===== config.mk =====
export PLATFORM = sky130hd
export DESIGN_NAME = proc_imul_share_arbiter
export DESIGN_NICKNAME = d
export VERILOG_FILES = /design/src/rtl/proc_imul_share_arbiter.sv
export SDC_FILE = /design/constraint.sdc
export NUM_CORES = 1
export LEC_CHECK = 0
export CAP_MARGIN = 20
export CORE_AREA = 2 2 105 107
export CTS_CLUSTER_DIAMETER = 150
export DETAILED_ROUTE_END_ITERATION = 10
export DIE_AREA = 0 0 107 109
export GPL_ROUTABILITY_DRIVEN = 0
export PLACE_DENSITY_LB_ADDON = 0.15
export SLEW_MARGIN = 10
export SYNTH_ARGS = -nofsm -noshare
export SYNTH_HDL_FRONTEND = slang
export SYNTH_SLANG_ARGS = --single-unit

===== constraint.sdc =====
create_clock -name clk -period 6.78 [get_ports clk]
set_input_delay 1.356 -clock clk [delete_from_list [all_inputs] [get_ports clk]]
set_output_delay 1.356 -clock clk [all_outputs]
set_load 0.02 [all_outputs]

===== src/rtl/proc_imul_share_arbiter.sv =====
// Round-robin front end that lets several requesters share one pipelined multiplier.
// Winners are queued as tags in issue order so each product is steered back to its owner.
module proc_imul_share_arbiter #(
    parameter int p_num_reqs     = 2,
    parameter int p_max_inflight = 4
) (
    input  logic                       clk,
    input  logic                       reset,

    input  logic [p_num_reqs-1:0]      req_val,
    output logic [p_num_reqs-1:0]      req_rdy,
    input  logic [64*p_num_reqs-1:0]   req_msg,

    output logic [p_num_reqs-1:0]      resp_val,
    input  logic [p_num_reqs-1:0]      resp_rdy,
    output logic [31:0]                resp_msg,

    output logic                       mul_istream_val,
    input  logic                       mul_istream_rdy,
    output logic [63:0]                mul_istream_msg,

    input  logic                       mul_ostream_val,
    output logic                       mul_ostream_rdy,
    input  logic [31:0]                mul_ostream_msg,

    output logic                       err_orphan
);

    localparam int TW = (p_num_reqs > 1) ? $clog2(p_num_reqs) : 1;
    localparam int PW = $clog2(p_max_inflight);
    localparam int CW = PW + 1;

    typedef logic [TW-1:0] tag_t;

    tag_t            rr_ptr;
    tag_t            tags [p_max_inflight];
    logic [PW-1:0]   head_ptr;
    logic [PW-1:0]   tail_ptr;
    logic [CW-1:0]   count;

    tag_t            grant;
    tag_t            head;
    logic [TW:0]     cand;
    logic            not_full;
    logic            has_tag;
    logic            issue_val;
    logic            fire_in;
    logic            pop_rdy;
    logic            fire_out;

    // Rotating priority search starting at rr_ptr; later iterations are lower priority,
    // so the loop runs backwards and the closest requester overwrites the others.
    always_comb begin
        grant = rr_ptr;
        cand  = '0;
        for (int k = p_num_reqs - 1; k >= 0; k--) begin
            cand = {1'b0, rr_ptr} + (TW+1)'(k);
            if (cand >= (TW+1)'(p_num_reqs)) begin
                cand = cand - (TW+1)'(p_num_reqs);
            end
            if (req_val[cand[TW-1:0]]) begin
                grant = cand[TW-1:0];
            end
        end
    end

    assign not_full  = (count < CW'(p_max_inflight));
    assign has_tag   = (count != '0);
    assign head      = tags[head_ptr];
    assign issue_val = (|req_val) & not_full;
    assign fire_in   = issue_val & mul_istream_rdy;
    assign pop_rdy   = has_tag & resp_rdy[head];
    assign fire_out  = mul_ostream_val & pop_rdy;

    // Outputs are forced low while reset is held; internal handshakes stay ungated.
    always_comb begin
        req_rdy         = '0;
        resp_val        = '0;
        mul_istream_val = reset & issue_val;
        mul_istream_msg = req_msg[64*grant +: 64];
        mul_ostream_rdy = reset & pop_rdy;
        resp_msg        = mul_ostream_msg;
        if (reset && fire_in) begin
            req_rdy[grant] = 1'b1;
        end
        if (reset && mul_ostream_val && has_tag) begin
            resp_val[head] = 1'b1;
        end
    end

    always_ff @(posedge clk or negedge reset) begin
        if (!reset) begin
            rr_ptr     <= '0;
            head_ptr   <= '0;
            tail_ptr   <= '0;
            count      <= '0;
            err_orphan <= 1'b0;
        end else begin
            if (fire_in) begin
                tail_ptr <= tail_ptr + PW'(1);
                rr_ptr   <= (grant == TW'(p_num_reqs - 1)) ? '0 : grant + TW'(1);
            end
            if (fire_out) begin
                head_ptr <= head_ptr + PW'(1);
            end
            if (fire_in && !fire_out) begin
                count <= count + CW'(1);
            end else if (!fire_in && fire_out) begin
                count <= count - CW'(1);
            end
            if (mul_ostream_val && !has_tag) begin
                err_orphan <= 1'b1;
            end
        end
    end

    // Tag storage needs no reset: entries are only read between a push and its pop.
    always_ff @(posedge clk) begin
        if (fire_in) begin
            tags[tail_ptr] <= grant;
        end
    end

endmodule


Yosys cells after proc, flatten, opt, wreduce, memory -nomap -nowiden --
Memories as Yosys holds them, arrays and structs flattened. Index checks and enable logic that the tools add are counted.
Operators by class: reduce and logical (&&, ||, !) cells 14, equal/unequal tests 0, bitwise operators 6, $mul 0, add/sub/neg operators 8, divide/modulo/power cells 0, mux-type cells 21, shifts and indexed selects 1, $lt $le $gt $ge 9
Operator list (number):
- $shiftx 128x8->64 | 1
- $mux 1 | 15
- $logic_and 1x1->1 | 8
- $lt 1x2->1 const B | 4
- $and 1x1->1 | 6
- $mux 3 | 2
- $add 2x1->2 const B | 2
- $mux 2 | 2
- $add 3x1->3 const B | 1
- $logic_not 1->1 | 3
- $lt 3x3->1 const B | 1
- $reduce_bool 3->1 | 1
- $sub 3x1->3 const B | 1
- $add 1x1->2 const B | 1
- $demux 1 s1 | 2
- $ge 1x1->1 const B | 2
- $ge 1x2->1 const B | 1
- $ge 2x2->1 const B | 1
- $reduce_bool 2->1 | 1
- $reduce_or 2->1 | 1
- $sub 1x1->1 const B | 2
- $add 1x1->1 const B | 1
Word-level totals: word-level logic and storage cells 65, input bits 168, memories kept 1, output and inout port bits 103, memory bits (read-only) 0, bits in latches 0, bits in writable memories 4, bits in registers 9
Memories:
- tags | depth 4, width 1, read ports 1, clocked after memory_dff 0, wr ports 1, line 36 | tag_t tags [p_max_inflight];

Logic depth before layout (Yosys ltp) --
Gate-level depths: netlist of the first run.
depth after elaboration 12, gate-level depth with buffers 10, depth with buffers taken out 10

Worst setup path before layout of the first run --
Ideal clock, no wire load.
path kind input-to-output, start point in req_val[0], end point out req_rdy[0], path buffers 2, slack 2741 ps, stages on the path 5, arrival time 2683 ps, data required time 5424 ps, path through inv_1 > maj3_2 > buf_6 > buf_6 > nor4_1
Between the ends: cells in the longest elaborated chain, start to end 9, elaborated cells on any way between the ends 16, classes of those cells order compare (2); mux (9); bitwise (2); reduce/logical (3)
RTL lines:
- start: declaration | line 10 | input logic [p_num_reqs-1:0] req_val,
- $mux 1 (implied by the code) (2 in a row) | line 61 | if (req_val[cand[TW-1:0]]) begin
- $mux 1 | line 61
- $mux 1 * | line 61
- net grant | line 41 | tag_t grant;
- $lt 1x2->1 (implied by the code) / $ge 1x1->1 (equally long branches) | line 84 | req_rdy[grant] = 1'b1;
- $logic_and 1x1->1 (implied by the code) | line 84
- $mux 1 (implied by the code) | line 84
- $demux 1 s1 * | line 84
- $mux 2 * | line 83 | if (reset && fire_in) begin
- end: declaration | line 11 | output logic [p_num_reqs-1:0] req_rdy,
The timed path passes the listed nets; every way through them passes the cells marked *. The select of a mux whose other input is x is not followed.

Final worst setup path of the first run --
start point in req_val[1], end point out mul_istream_msg[4]
Between the ends: cells in the longest elaborated chain, start to end 5, elaborated cells on any way between the ends 7, classes of those cells shift (1); mux (6)
RTL lines:
- $mux 1 (implied by the code) (2 in a row) | line 61
- $mux 1 | line 61
- $mux 1 * | line 61
- $shiftx 128x8->64 * | line 80 | mul_istream_msg = req_msg[64*grant +: 64];
- end: declaration | line 20 | output logic [63:0] mul_istream_msg,
Mark *: on every way between the ends. The rest lies on a longest branch, timed or not. The select of a mux whose other input is x is not followed.

==> results of run 1 <==
## cell usage after synthesis (4+ instances only)
cell type,count,area share (%)
nor2_1,4,0.84
ha_1,5,3.5
inv_1,6,1.3
edfxtp_1,4,6.7
and2_1,4,1.4
dfrtp_1,9,13
buf_2,4,1.1
mux2_2,49,31
mux2_4,16,13
buf_4,32,13
mux2i_1,6,3.4
## kinds of logic (layout without fill, tap and decap cells)
logic type	count (synthesis)	count (layout)	share of synthesized area, %
xor+xnor	5	5	2.445
fa+ha+maj	7	7	5.237
flops	13	13	19.27
mux	71	71	47.56
simple gates	18	18	5.516
compound gates	6	6	2.095
buf+inv	46	216	17.88
## registers in the layout, indices dropped and copies added (netlist names)
register    cells
err_orphan      1
count           3
head_ptr        2
tail_ptr        2
rr_ptr          1
tags            4
## critical path, stage by stage
cell             delay (ns)
clkdlybuf4s50_1        0.50
maj3_4                 0.85
mux2_2                 0.41
clkdlybuf4s50_1        0.56
## metal layers
metal	up-vias	track usage, %	share of wire [%]
met2	136	23.70	47
met3	8	10.64	18
met4	0	2.319	0.76
met1	858	13.77	34
li1	885	-	-
met5	-	0	0
## worst min path at each step
stage                                 from                endpoint  slack, ns  depth (start not counted)
CTS                 err_orphan$_DFFE_PN0P_  err_orphan$_DFFE_PN0P_       0.46                          1
global route        err_orphan$_DFFE_PN0P_  err_orphan$_DFFE_PN0P_       0.49                          1
detailed placement  err_orphan$_DFFE_PN0P_  err_orphan$_DFFE_PN0P_       0.45                          1
global placement    err_orphan$_DFFE_PN0P_  err_orphan$_DFFE_PN0P_       0.45                          1
floorplan             count[2]$_DFFE_PN0P_    count[2]$_DFFE_PN0P_       0.46                          1
finish              err_orphan$_DFFE_PN0P_  err_orphan$_DFFE_PN0P_       0.46                          1
## cell type report
class | count | area, sq um
Inverter | 6 | 22.52
Multi-Input combinational cell | 107 | 1129
Timing Repair Buffer | 206 | 2062
Sequential cell | 13 | 345.3
Fill cell | 1087 | 6824
Clock buffer | 4 | 45.04
Tap cell | 140 | 175.2
## placed cells by master, fill, tap and decap left out, types with 4 or more instances in the layout
cell	n
clkdlybuf4s50_1	206
mux2_2	49
mux2_4	16
dfrtp_1	9
inv_1	6
mux2i_1	6
ha_1	5
nor2_1	4
and2_1	4
edfxtp_1	4
## power groups by stage
stage	Sequential, mW	Combinational, mW	Clock, mW
after global routing	0.146	0.695	0.0754
after CTS	0.140	0.660	0.0710
final	0.140	0.649	0.0683
after detailed placement	0.142	0.655	0
after floorplan	0.137	0.410	0
after global placement	0.141	0.655	0
==> run metrics, run 1 <==
Layout area overhead=110.9%; placed cell count=472; drt pass-1 iters=4; final hold vios=0; TritonCTS clock tree=built; Worst R2R Start=head_ptr[1]$_DFFE_PN0P_; fin nets=a little over 500; Die X=around 110 microns; setup ws final=around 1.7 ns; Worst VDD drop=0.0002493 V; Hold Slack=0.4586 ns; Tot GR Track Use=between 10% and 20%; vias in the first global route=1844; Crit Path Max Fanout=71; Slew @ Worst Pin=1.017 ns; Logic pwr share=75.7%; clk_lat worst skew=0.24 ns; Initial DRC Count=44; clk sinks=13; R2R Setup Slk=roughly 4.4 ns; setup TNS=0 ns; final core utilization=35.64%; area after detailed placement=0.003734 sq mm; outcome=completed; final clock skew=approximately 0.0075 ns; sw power=0.3347 mW; Max Fclk=about 200 MHz; end point of the critical path=mul_istream_msg[4]; via count=about 1900; element type at the critical path end=output port; io pins=271; clock power share=8.0%; final instance area=0.003779 sq mm; Slew Limit Fails=0; Vias per Instance=3.964; Tot Pwr=0.8572 mW; Cell Int Power=approximately 0.52 mW; Routed WL=8.669 mm; Bufs on Longest Clock Path=2; PD cells=about 230 mW/mm^2; Worst R2R End=count[1]$_DFFE_PN0P_; DR WL/cell=18.21 microns; area of the die=0.01166 sq mm; port bufs=206; Hold WC Path Type=reg2reg; setup bufs post-CTS=0; crit path from=req_val[1]; share of layout cells above drive strength 1=20.83%; ANT cells=0; pre-CTS WS=1.653 ns; Post-Syn Area per Cell=10.79 sq um; Clock transition at path regs=0.06 ns; largest net degree at the start of global routing=slightly above 70; first-pass GRT wire length=between 10 and 15 mm; Die Height=109 microns; ys async rst share=about 69%; Critical Path Start Type=input pin; total grt overflow=0; syn_nets=340; Rel. slew slack=32.20%; Netlist Area Pre-Place=0.001792 sq mm; Required @ worst endpoint=5.42 ns; Placement Rows=38; CTS Buf Count=3; sequential area share after synthesis=19.27%; R2R depth=8; number of synthesized flops with an enable pin=4; Core Footprint=0.01060 sq mm; Clock Tree Root=clkbuf_8; CP Class=in2out; post-layout minimum cycle time=approximately 5.1 ns; unrepaired setup endpoints after global routing=false; yosys warns=0; Post-Synthesis Cells=166; Finished Layout Cells=476; Routed Antenna Nets=0; Worst Path Arrival=3.75 ns; hold buffer count at cts=0; switch share=39.04%; # H-tree levels=1; power share of the sequential group=16.3%; DRC=0; Synth cell types=29; CTS resizes=0; LEAKAGE=1.473 nW; final setup vio count=0; initial antenna violation count=0; Final period util=~75%; starting density of the core=16.90%; Most used DFF post-synth=dfrtp_1; Maximum Capacitance Violations=0; hpwl dp=7.588 mm; Seq cells post-synth=13
Note: power is estimated with default switching activity, not from simulation.
==> inputs of run 2 (changes only) <==
--- a/config.mk
+++ b/config.mk
@@ -6,10 +6,10 @@
 export NUM_CORES = 1
 export LEC_CHECK = 0
 export CAP_MARGIN = 20
-export CORE_AREA = 2 2 105 107
+export CORE_AREA = 2 2 104 106
 export CTS_CLUSTER_DIAMETER = 150
 export DETAILED_ROUTE_END_ITERATION = 10
-export DIE_AREA = 0 0 107 109
+export DIE_AREA = 0 0 106 108
 export GPL_ROUTABILITY_DRIVEN = 0
 export PLACE_DENSITY_LB_ADDON = 0.15
 export SLEW_MARGIN = 10
==> constraint.sdc (replaced) <==
create_clock -name clk -period 4.5 [get_ports clk]
set_input_delay 0.9 -clock clk [delete_from_list [all_inputs] [get_ports clk]]
set_output_delay 0.9 -clock clk [all_outputs]
set_load 0.02 [all_outputs]
==> run metrics, run 2 (synthesized netlist as in run 1, its figures left out) <==
CTS Buf Count=3; Routed WL=about 7 mm; top flop regs=tags: 4 flops, count: 3 flops; Die Height=108 microns; total grt overflow=0; Placement Rows=37; Max Fclk=between 200 and 300 MHz; clk_lat worst skew=about 0.24 ns; Tot GR Track Use=11.24%; Crit path largest cell delay=0.62 ns; Final period util=86.38%; final setup vio count=0; element type at the critical path end=output port; max reg flops=4; Clock transition at path regs=0.06 ns; Vias per Instance=roughly 4; first-pass GRT wire length=between 10 and 15 mm; Die X=about 110 microns; clock power share=8.0%; R2R depth=8; placed cell count=472; sw power=0.5076 mW; post-layout minimum cycle time=approximately 4 ns; TritonCTS clock tree=built; worst hold stages=1; Worst R2R Start=head_ptr[1]$_DFFE_PN0P_; Logic pwr share=75.9%; Routed Antenna Nets=0; final clock skew=0.001410 ns; Crit Path Max Fanout=31; power share of the sequential group=between 15 and 20%; Maximum Capacitance Violations=0; commonest cells after routing, fill and taps aside=206 x clkdlybuf4s50_1, 49 x mux2_2, 16 x mux2_4; ANT cells=0; area of the die=0.01145 sq mm; DR WL/cell=14.89 microns; fillcell total=around 1000; setup bufs post-CTS=0; PD cells=342.4 mW/mm^2; Layout area overhead=113.8%; Crit path top cell by count=clkdlybuf4s50_1; via count=roughly 1900; slowest stage cell on the critical path=clkdlybuf4s50_1; setup TNS=0 ns; DRC=0; Finished Layout Cells=476; port bufs=206; Hold WC Path Type=reg2reg; clk sinks=13; final hold vios=0; Initial DRC Count=56; R2R Setup Slk=approximately 2.1 ns; Clock Tree Root=clkbuf_8; Top reg by flops=tags; CTS resizes=0; Rel. slew slack=76.69%; Cell Chain, Critical Path=clkdlybuf4s50_1 > inv_1 > maj3_4 > buf_12 > mux2_2 > clkdlybuf4s50_1; hpwl dp=6.028 mm; drt pass-1 iters=4; Cell Int Power=approximately 0.8 mW; Slew Limit Fails=0; most common cell after layout, fill and taps aside=clkdlybuf4s50_1; share of layout cells above drive strength 1=22.06%; switch share=38.71%; vias in the first global route=1870; hold buffer count at cts=0; CP Class=in2out; largest net degree at the start of global routing=32; outcome=completed; fin nets=~500; starting density of the core=17.51%; io pins=roughly 270; # H-tree levels=1; Slew @ Worst Pin=0.3470 ns; hold_sp=err_orphan$_DFFE_PN0P_; Hold Path Sink=err_orphan$_DFFE_PN0P_; Core Footprint=0.01023 sq mm; Worst VDD drop=0.0002282 V; Critical Path Start Type=input pin; unrepaired setup endpoints after global routing=false; Worst Path Arrival=2.99 ns; Bufs on Longest Clock Path=2; Worst R2R End=count[1]$_DFFE_PN0P_; initial antenna violation count=0; Required @ worst endpoint=3.60 ns; LEAKAGE=approximately 1.5 nW
-- run 2: cell type report --
cell class              instances  area, sq um  area share, %
inverters                       6        22.52         0.5880
clock buffers                   3        41.29          1.078
repair buffers                210         2117          55.28
well taps                     136        170.2          4.443
flip-flops and latches         13        345.3          9.017
clock inverters                 1        5.005         0.1307
multi-input cells             107         1129          29.47
-- run 2: worst max-delay path by stage --
stage	start	endpoint	cells after the start
2_1_floorplan	req_val[0]	req_rdy[0]	5
3_3_place_gp	req_val[0]	mul_istream_msg[3]	6
3_5_place_dp	req_val[0]	mul_istream_msg[3]	6
4_1_cts	req_val[0]	mul_istream_msg[3]	6
5_1_grt	req_val[0]	req_rdy[0]	6
6_report	req_val[0]	mul_istream_msg[3]	6
-- run 2: per-stage QoR --
stage | area (sq um) | util, % | hold slack, ns | total power [mW] | worst slack, ns
finish | 3830 | 37.43 | 0.4612 | 1.311 | 0.6128
global route | 3830 | 37.43 | 0.4886 | 1.407 | 0.4730
CTS | 3830 | 37.43 | 0.4682 | 1.333 | 0.6063
detailed placement | 3784 | 36.98 | 0.4548 | 1.222 | 0.6108
global placement | 3784 | 36.98 | 0.4513 | 1.219 | 0.6141
floorplan | 1792 | - | 0.4585 | 0.8240 | 1.373
-- run 2: layer usage --
metal | GRT usage (%) | vias to the layer above | wire length (microns)
met4 | 2.538 | 0 | 55
met1 | 12.77 | 836 | 2695
li1 | - | 900 | -
met5 | 0 | - | 0
met2 | 20.41 | 118 | 3637
met3 | 3.797 | 5 | 701
-- run 2: power groups by stage --
stage	Combinational, mW	Clock (mW)	Sequential (mW)
after floorplan	0.618	0	0.206
after global routing	1.07	0.117	0.218
after global placement	1.01	0	0.212
after detailed placement	1.01	0	0.213
final	0.996	0.105	0.211
after CTS	1.01	0.110	0.212
-- run 2: worst max-delay path, delay by kind of cell --
family / cells / cell delay, ns
buf+inv: 4 / 1.36
mux: 1 / 0.25
fa+ha+maj: 1 / 0.43
